==> config.mk <==
export PLATFORM = sky130hd
export DESIGN_NAME = button_events
export DESIGN_NICKNAME = d
export VERILOG_FILES = /design/src/rtl/button_events.sv
export SDC_FILE = /design/constraint.sdc
export NUM_CORES = 1
export LEC_CHECK = 0
export CAP_MARGIN = 15
export CORE_ASPECT_RATIO = 0.7
export CORE_MARGIN = 8
export CORE_UTILIZATION = 49
export CTS_CLUSTER_SIZE = 28
export DETAILED_ROUTE_END_ITERATION = 16
export GPL_TIMING_DRIVEN = 0
export MAX_ROUTING_LAYER = met4
export PLACE_DENSITY = 0.75
export SETUP_SLACK_MARGIN = 0.02
export SYNTH_ARGS = -nofsm -noshare
export SYNTH_HDL_FRONTEND = slang
export SYNTH_SLANG_ARGS = --single-unit
==> constraint.sdc <==
create_clock -name i_clk_slow -period 1.7 [get_ports i_clk_slow]
set_input_delay 0.255 -clock i_clk_slow [delete_from_list [all_inputs] [get_ports i_clk_slow]]
set_output_delay 0.255 -clock i_clk_slow [all_outputs]
set_load 0.03 [all_outputs]
==> src/rtl/button_events.sv <==
// Turns a debounced button level into one-cycle press/release/click/long/repeat strobes.
// Everything runs on the 1 kHz slow clock, so tick counts are milliseconds.
module button_events #(
    parameter int unsigned LONG_TICKS   = 1000,
    parameter int unsigned REPEAT_TICKS = 200,
    parameter int unsigned CNT_W        = 11
) (
    input  logic       i_clk_slow,
    input  logic       i_rst,
    input  logic       i_en,
    input  logic       i_btn_stable,
    output logic       o_press_pulse,
    output logic       o_release_pulse,
    output logic       o_click_pulse,
    output logic       o_long_pulse,
    output logic       o_repeat_pulse,
    output logic       o_held,
    output logic [7:0] o_rep_count
);

    localparam logic [CNT_W-1:0] LongLast   = CNT_W'(LONG_TICKS - 1);
    localparam logic [CNT_W-1:0] RepeatLast = CNT_W'(REPEAT_TICKS - 1);
    localparam logic [CNT_W-1:0] CntOne     = CNT_W'(1);
    localparam logic [7:0]       RepMax     = 8'hFF;

    typedef enum logic [1:0] {
        StLock,
        StIdle,
        StShort,
        StLong
    } state_e;

    state_e           r_state;
    logic [CNT_W-1:0] r_cnt;
    logic             r_press;
    logic             r_release;
    logic             r_click;
    logic             r_long;
    logic             r_repeat;
    logic             r_held;
    logic [7:0]       r_rep_count;

    always_ff @(posedge i_clk_slow) begin
        if (i_rst) begin
            r_state     <= StLock;
            r_cnt       <= '0;
            r_press     <= 1'b0;
            r_release   <= 1'b0;
            r_click     <= 1'b0;
            r_long      <= 1'b0;
            r_repeat    <= 1'b0;
            r_held      <= 1'b0;
            r_rep_count <= '0;
        end else begin
            r_press   <= 1'b0;
            r_release <= 1'b0;
            r_click   <= 1'b0;
            r_long    <= 1'b0;
            r_repeat  <= 1'b0;

            if (!i_en) begin
                // Disabling abandons any hold silently; rep_count is left for inspection.
                r_state <= StLock;
                r_cnt   <= '0;
                r_held  <= 1'b0;
            end else begin
                unique case (r_state)
                    StLock: begin
                        // A button held through reset/enable must be released first.
                        if (!i_btn_stable) begin
                            r_state <= StIdle;
                        end
                    end
                    StIdle: begin
                        if (i_btn_stable) begin
                            r_state     <= StShort;
                            r_press     <= 1'b1;
                            r_held      <= 1'b1;
                            r_cnt       <= CntOne;
                            r_rep_count <= '0;
                        end
                    end
                    StShort: begin
                        if (!i_btn_stable) begin
                            r_state   <= StIdle;
                            r_release <= 1'b1;
                            r_click   <= 1'b1;
                            r_held    <= 1'b0;
                            r_cnt     <= '0;
                        end else if (r_cnt == LongLast) begin
                            r_state <= StLong;
                            r_long  <= 1'b1;
                            r_cnt   <= '0;
                        end else begin
                            r_cnt <= r_cnt + CntOne;
                        end
                    end
                    StLong: begin
                        if (!i_btn_stable) begin
                            r_state   <= StIdle;
                            r_release <= 1'b1;
                            r_held    <= 1'b0;
                            r_cnt     <= '0;
                        end else if (r_cnt == RepeatLast) begin
                            r_repeat <= 1'b1;
                            r_cnt    <= '0;
                            if (r_rep_count != RepMax) begin
                                r_rep_count <= r_rep_count + 8'd1;
                            end
                        end else begin
                            r_cnt <= r_cnt + CntOne;
                        end
                    end
                    default: begin
                        r_state <= StLock;
                        r_cnt   <= '0;
                        r_held  <= 1'b0;
                    end
                endcase
            end
        end
    end

    assign o_press_pulse   = r_press;
    assign o_release_pulse = r_release;
    assign o_click_pulse   = r_click;
    assign o_long_pulse    = r_long;
    assign o_repeat_pulse  = r_repeat;
    assign o_held          = r_held;
    assign o_rep_count     = r_rep_count;

endmodule

# After elaboration in Yosys (flattened, before gate mapping)

Index checks and enable logic that the tools add are counted.

Eq/ne operators: 13
Multiplexer cells: 23
Reductions and logical operators: 16
Add/sub/neg operators: 2
Bitwise logic cells: 6

Operators with widths:

| operator                                         | number |
|---|---|
| 2-to-1 mux 11 bit                                | 5 |
| one-hot mux 11 bit (3 select lines)              | 1 |
| 2-to-1 mux 8 bit                                 | 4 |
| one-hot mux 8 bit (2 select lines)               | 1 |
| != test 2 bit (second input constant)            | 6 |
| adder 11 x 1 -> 11 bit (second input constant)   | 1 |
| == test 11 x 10 -> 1 bit (second input constant) | 1 |
| == test 11 x 8 -> 1 bit (second input constant)  | 1 |
| OR reduction 3 bit                               | 3 |
| adder 8 x 1 -> 8 bit (second input constant)     | 1 |
| 2-to-1 mux 2 bit                                 | 4 |
| != test 8 bit (second input constant)            | 1 |
| OR reduction 4 bit                               | 2 |
| 2-to-1 mux 1 bit                                 | 6 |
| NOT 1 bit                                        | 6 |
| one-hot mux 2 bit (3 select lines)               | 1 |
| AND reduction 3 bit                              | 2 |
| AND reduction 6 bit                              | 1 |
| OR reduction 2 bit                               | 3 |
| == test 2 bit (second input constant)            | 2 |
| nonzero test 2 bit                               | 2 |
| != test 3 bit (second input constant)            | 1 |
| nonzero test 3 bit                               | 1 |
| == test 2 x 1 -> 1 bit (second input constant)   | 1 |
| 3 further kinds                                  | 3 |

Register bits: 27
Bits of input ports: 4
Word-level logic and storage cells: 69
Output and inout bits: 14

# Depth between registers and ports, before layout

Depth in word-level cells: 5
Depth in mapped cells: 7
Mapped depth without buffers: 6

# Worst setup path after synthesis

OpenSTA, ideal clock, no wires.

Path kind: register to register
Start point: register r_state[1]
End point: register r_cnt[9]
Cell stages (with the launch flop): 7
Setup time: 0.139 ns
Period minus slack after synthesis: 1.765 ns
Path buffers: 1
Data arrival time: 1.626 ns
Path slack: -0.065 ns
Path through: dfxtp_1 inv_1 ha_1 clkbuf_1 nor4_1 a31o_2 a21oi_1

Word-level cells in the longest chain between the ends: 3
Elaborated cells on any way between the ends: 7
Those cells by class: eq/ne: 4; mux: 1; reduce/logical: 2

RTL lines:

| element                                                       | line | text |
|---|---|---|
| from (decl)                                                   | 33   | `state_e r_state;` |
| from (signal assigned)                                        | 45   | `r_state <= StLock;` |
| from (signal assigned)                                        | 63   | `r_state <= StLock;` |
| from (signal assigned)                                        | 71   | `r_state <= StIdle;` |
| == test 2 x 1 -> 1 bit or == test 2 bit (tied branches)       | 67   | `unique case (r_state)` |
| != test 2 bit (no line) or nonzero test 3 bit (tied branches) | -    |  |
| AND reduction 2 bit (no line)                                 | -    |  |
| to (signal assigned)                                          | 79   | `r_cnt <= CntOne;` |
| to (signal assigned)                                          | 95   | `r_cnt <= r_cnt + CntOne;` |
| to (signal assigned)                                          | 111  | `r_cnt <= r_cnt + CntOne;` |
| to (decl)                                                     | 34   | `logic [CNT_W-1:0] r_cnt;` |

Several ways; a longest one is shown, not always the timed one.
A chain may end at the register's enable or synchronous reset.

# Worst setup path in the final report

Start point: register r_cnt[1]
End point: register r_rep_count[3], in the netlist o_rep_count[3]

Word-level cells in the longest chain between the ends: 3

RTL lines:

| element                       | line | text |
|---|---|---|
| == test 11 x 8 -> 1 bit       | 104  | `end else if (r_cnt == RepeatLast) begin` |
| != test 2 bit (no line)       | -    |  |
| AND reduction 6 bit (no line) | -    |  |
| to (signal assigned)          | 108  | `r_rep_count <= r_rep_count + 8'd1;` |
| to (decl)                     | 41   | `logic [7:0] r_rep_count;` |

Every way passes these cells.

==> run_results.csv <==
group,metric,value,unit
finish,nFillCells,191,
placed_design,dpl_cell_area,1750,µm²
grt,grt_max_degree,16,
detailed_routing,wl,4600,µm
worst_setup_path,cp-end-kind,"register",
clocking,cts.clk_slew.worst_paths,0.10,ns
finish,syn_to_final_growth,40.2,%
timing,finalClockSkew,0.00855,ns
timing,fin_ws,-0.0858,ns
clocking,ctsHtreeMaxLevel,1,
timing,finalHoldViolCount,0,
clocking,worstSkewPairLatency,0.28,ns
worst_setup_path,crit_path_max_fanout,5,
detailed_routing,first_iter_violations,148,
job,maxCapViolCount,0,
timing,slew_violations,0,
placed_design,hpwl,2680,µm
placed_design,place_congestion,0.897,
die,die-height,62.4,µm
pwr,power_density,550,nW/µm²
detailed_routing,routedWlPerCell,18.8,µm
detailed_routing,routed-via-count,1550,
timing,slew_headroom,0.681,
synthesis,synth_top_cell_by_area,"dfxtp_1",
die,design.core.area,2860,µm²
synthesis,ys_warn_count,0,
status,violations,"negative setup slack",
synthesis,yosysSeqAreaShare,0.359,
grt,top_usage_layer,"met1",
synthesis,syn_area,1510,µm²
timing,fin_setup_tns,-0.752,ns
synthesis,synthArstFlopShare,0,
grt,antenna_found_initial,0,
placed_design,portBuffers,17,
worst_setup_path,start_kind,"register",
detailed_routing,viasPerCell,6.33,
pwr,ir_worst_vdd,481,µV
pwr,leakage,0.000759,µW
die,dieWidth,82.3,µm
finish,seqCellArea,549,µm²
synthesis,synth.top_cells.by_count,"dfxtp_1, nor2_1, nand2_1, nand3_1",
detailed_routing,remaining_drc_errors,0,
timing,worst_slew_pin_slew,0.478,ns
synthesis,ys.flop_type,"dfxtp_1",
synthesis,synth_edf_count,0,
finish,multi_input_area,1090,µm²
clocking,cts-hold-fix-buffers,0,
synthesis,synth.top_cell.area_share,0.359,
finish,diodes,0,
grt,grt_first_pass_wirelength,6490,µm
grt,globalRouteOverflowTotal,0,
placed_design,place_ws,-0.386,ns
worst_setup_path,cp_data_required_time,1.92,ns
synthesis,synthCells,172,
finish,fin_nets,221,
timing,final-setup-viol-count,12,
grt,grt_util_met3,0.0460,
clocking,cts_buffers,3,
clocking,clock_sinks,27,
clocking,cts_tree,"done",
synthesis,synth.most_common_cell,"dfxtp_1",
worst_setup_path,crit_arrival,2.00,ns
die,start_util,0.526,
grt,gr-usage-all-layers,0.160,
grt,gr-usage-met2,0.219,
finish,drive_gt1_frac,0.316,
synthesis,ys_ff_latch,27,
detailed_routing,ant_nets,0,
synthesis,synth_cell_types,42,
worst_hold_path,hold_path_class,"reg2reg",
synthesis,syn_area_per_cell,8.76,µm²
die,die_area,5130,µm²
clocking,cts_buffer_depth,2,
finish,final_cell_area,2110,µm²
finish,largest_reg_flops,11,
synthesis,synthTopCellsByArea,"dfxtp_1, ha_1, nor2_1",
clocking,cts-root-buf,"clkbuf_8",
finish,regMostFlops,"r_cnt",
worst_setup_path,path_class,"reg2reg",
synthesis,synth_fp_nets,183,
timing,max_freq,0.560,GHz
timing,period_share,1.05,
detailed_routing,dr.pass1.iters,5,
status,status,"complete, but fails checks",
grt,grt_pass1_vias,1343,
grt,use_met1,0.222,
die,core.rowCount,16,
timing,rsz0062_at_grt,"true",
timing,fin_crit,1.79,ns
die,design.portCount,18,
[cells in the final DEF, fill, tap and decap left out, drive strengths merged, types with 4 or more instances in the layout]
master	instances
o21ai	6
or3	4
ha	7
mux2i	5
nor3	10
buf	22
xnor2	6
nor4	8
nor2	16
dlymetal6s2s	4
nand3	9
inv	8
dfxtp	27
nand2	12
clkdlybuf4s50	11
nand4	8
a21oi	7
[routing by layer]
layer | wire (µm) | part of all wire | vias up
met4 | 103 | 0.022 | 0
met1 | 1970 | 0.43 | 739
met5 | 0 | 0 | -
met2 | 2050 | 0.45 | 81
li1 | - | - | 718
met3 | 478 | 0.10 | 12
[logic make-up after synthesis]
family                   share of synthesized area
multiplexers                                0.0332
XOR/XNOR                                    0.0349
buffers and inverters                       0.0382
adder cells (fa/ha/maj)                     0.0581
AND/OR/NAND/NOR                              0.321
flip-flops                                   0.359
AO/OA/AOI/OAI                                0.156
[critical path, cell delays in order (launching register included)]
cell	delay [ns]
dfxtp_1	0.36
ha_2	0.23
and4_4	0.29
nand4_1	0.20
or4_1	0.49
a21oi_1	0.16
[worst paths after layout]
check / startpoint / end / slack (ns) / depth (start not counted)
max reg2reg: r_cnt[1] / o_rep_count[3] / -0.09 / 5
min reg2reg: o_rep_count[6] / o_rep_count[6] / 0.51 / 2
min: o_rep_count[6] / o_rep_count[6] / 0.51 / 2
max: r_cnt[1] / o_rep_count[3] / -0.09 / 5
[metrics by stage]
stage               hold slack (ns)  utilization  power, µW  instances
CTS                           0.512        0.687       1140        239
detailed placement            0.497        0.612        762        225
floorplan                     0.438            -        730        172
global route                  0.526        0.738       1210        245
finish                        0.507        0.738       1160        245
global placement              0.478        0.612        759        225
[cell type report]
type                            count  area share
Buffer                              5      0.0160
Clock buffer                        3      0.0195
Clock inverter                      1     0.00237
Inverter                            8      0.0142
Multi-Input combinational cell    131       0.518
Sequential cell                    27       0.260
Tap cell                           36      0.0213
Timing Repair Buffer               34       0.149
[power breakdown]
| group | leakage (µW) | total [µW] | internal [µW] | switching (µW) |
|---|---|---|---|---|
| Combinational | 0.000514 | 149 | 60.5 | 89.0 |
| Clock | 0.0000255 | 368 | 165 | 204 |
| Sequential | 0.000220 | 644 | 636 | 7.67 |
[repair_timing]
action | in CTS | in global routing
buffers inserted | 10 | 7
gates resized for setup | 24 | 26
endpoints found under the setup margin | 21 | 26
pin swaps | 7 | 13
gates cloned | 0 | 1
hold endpoints to repair | 0 | 0
(Power assumes the default switching activity.)
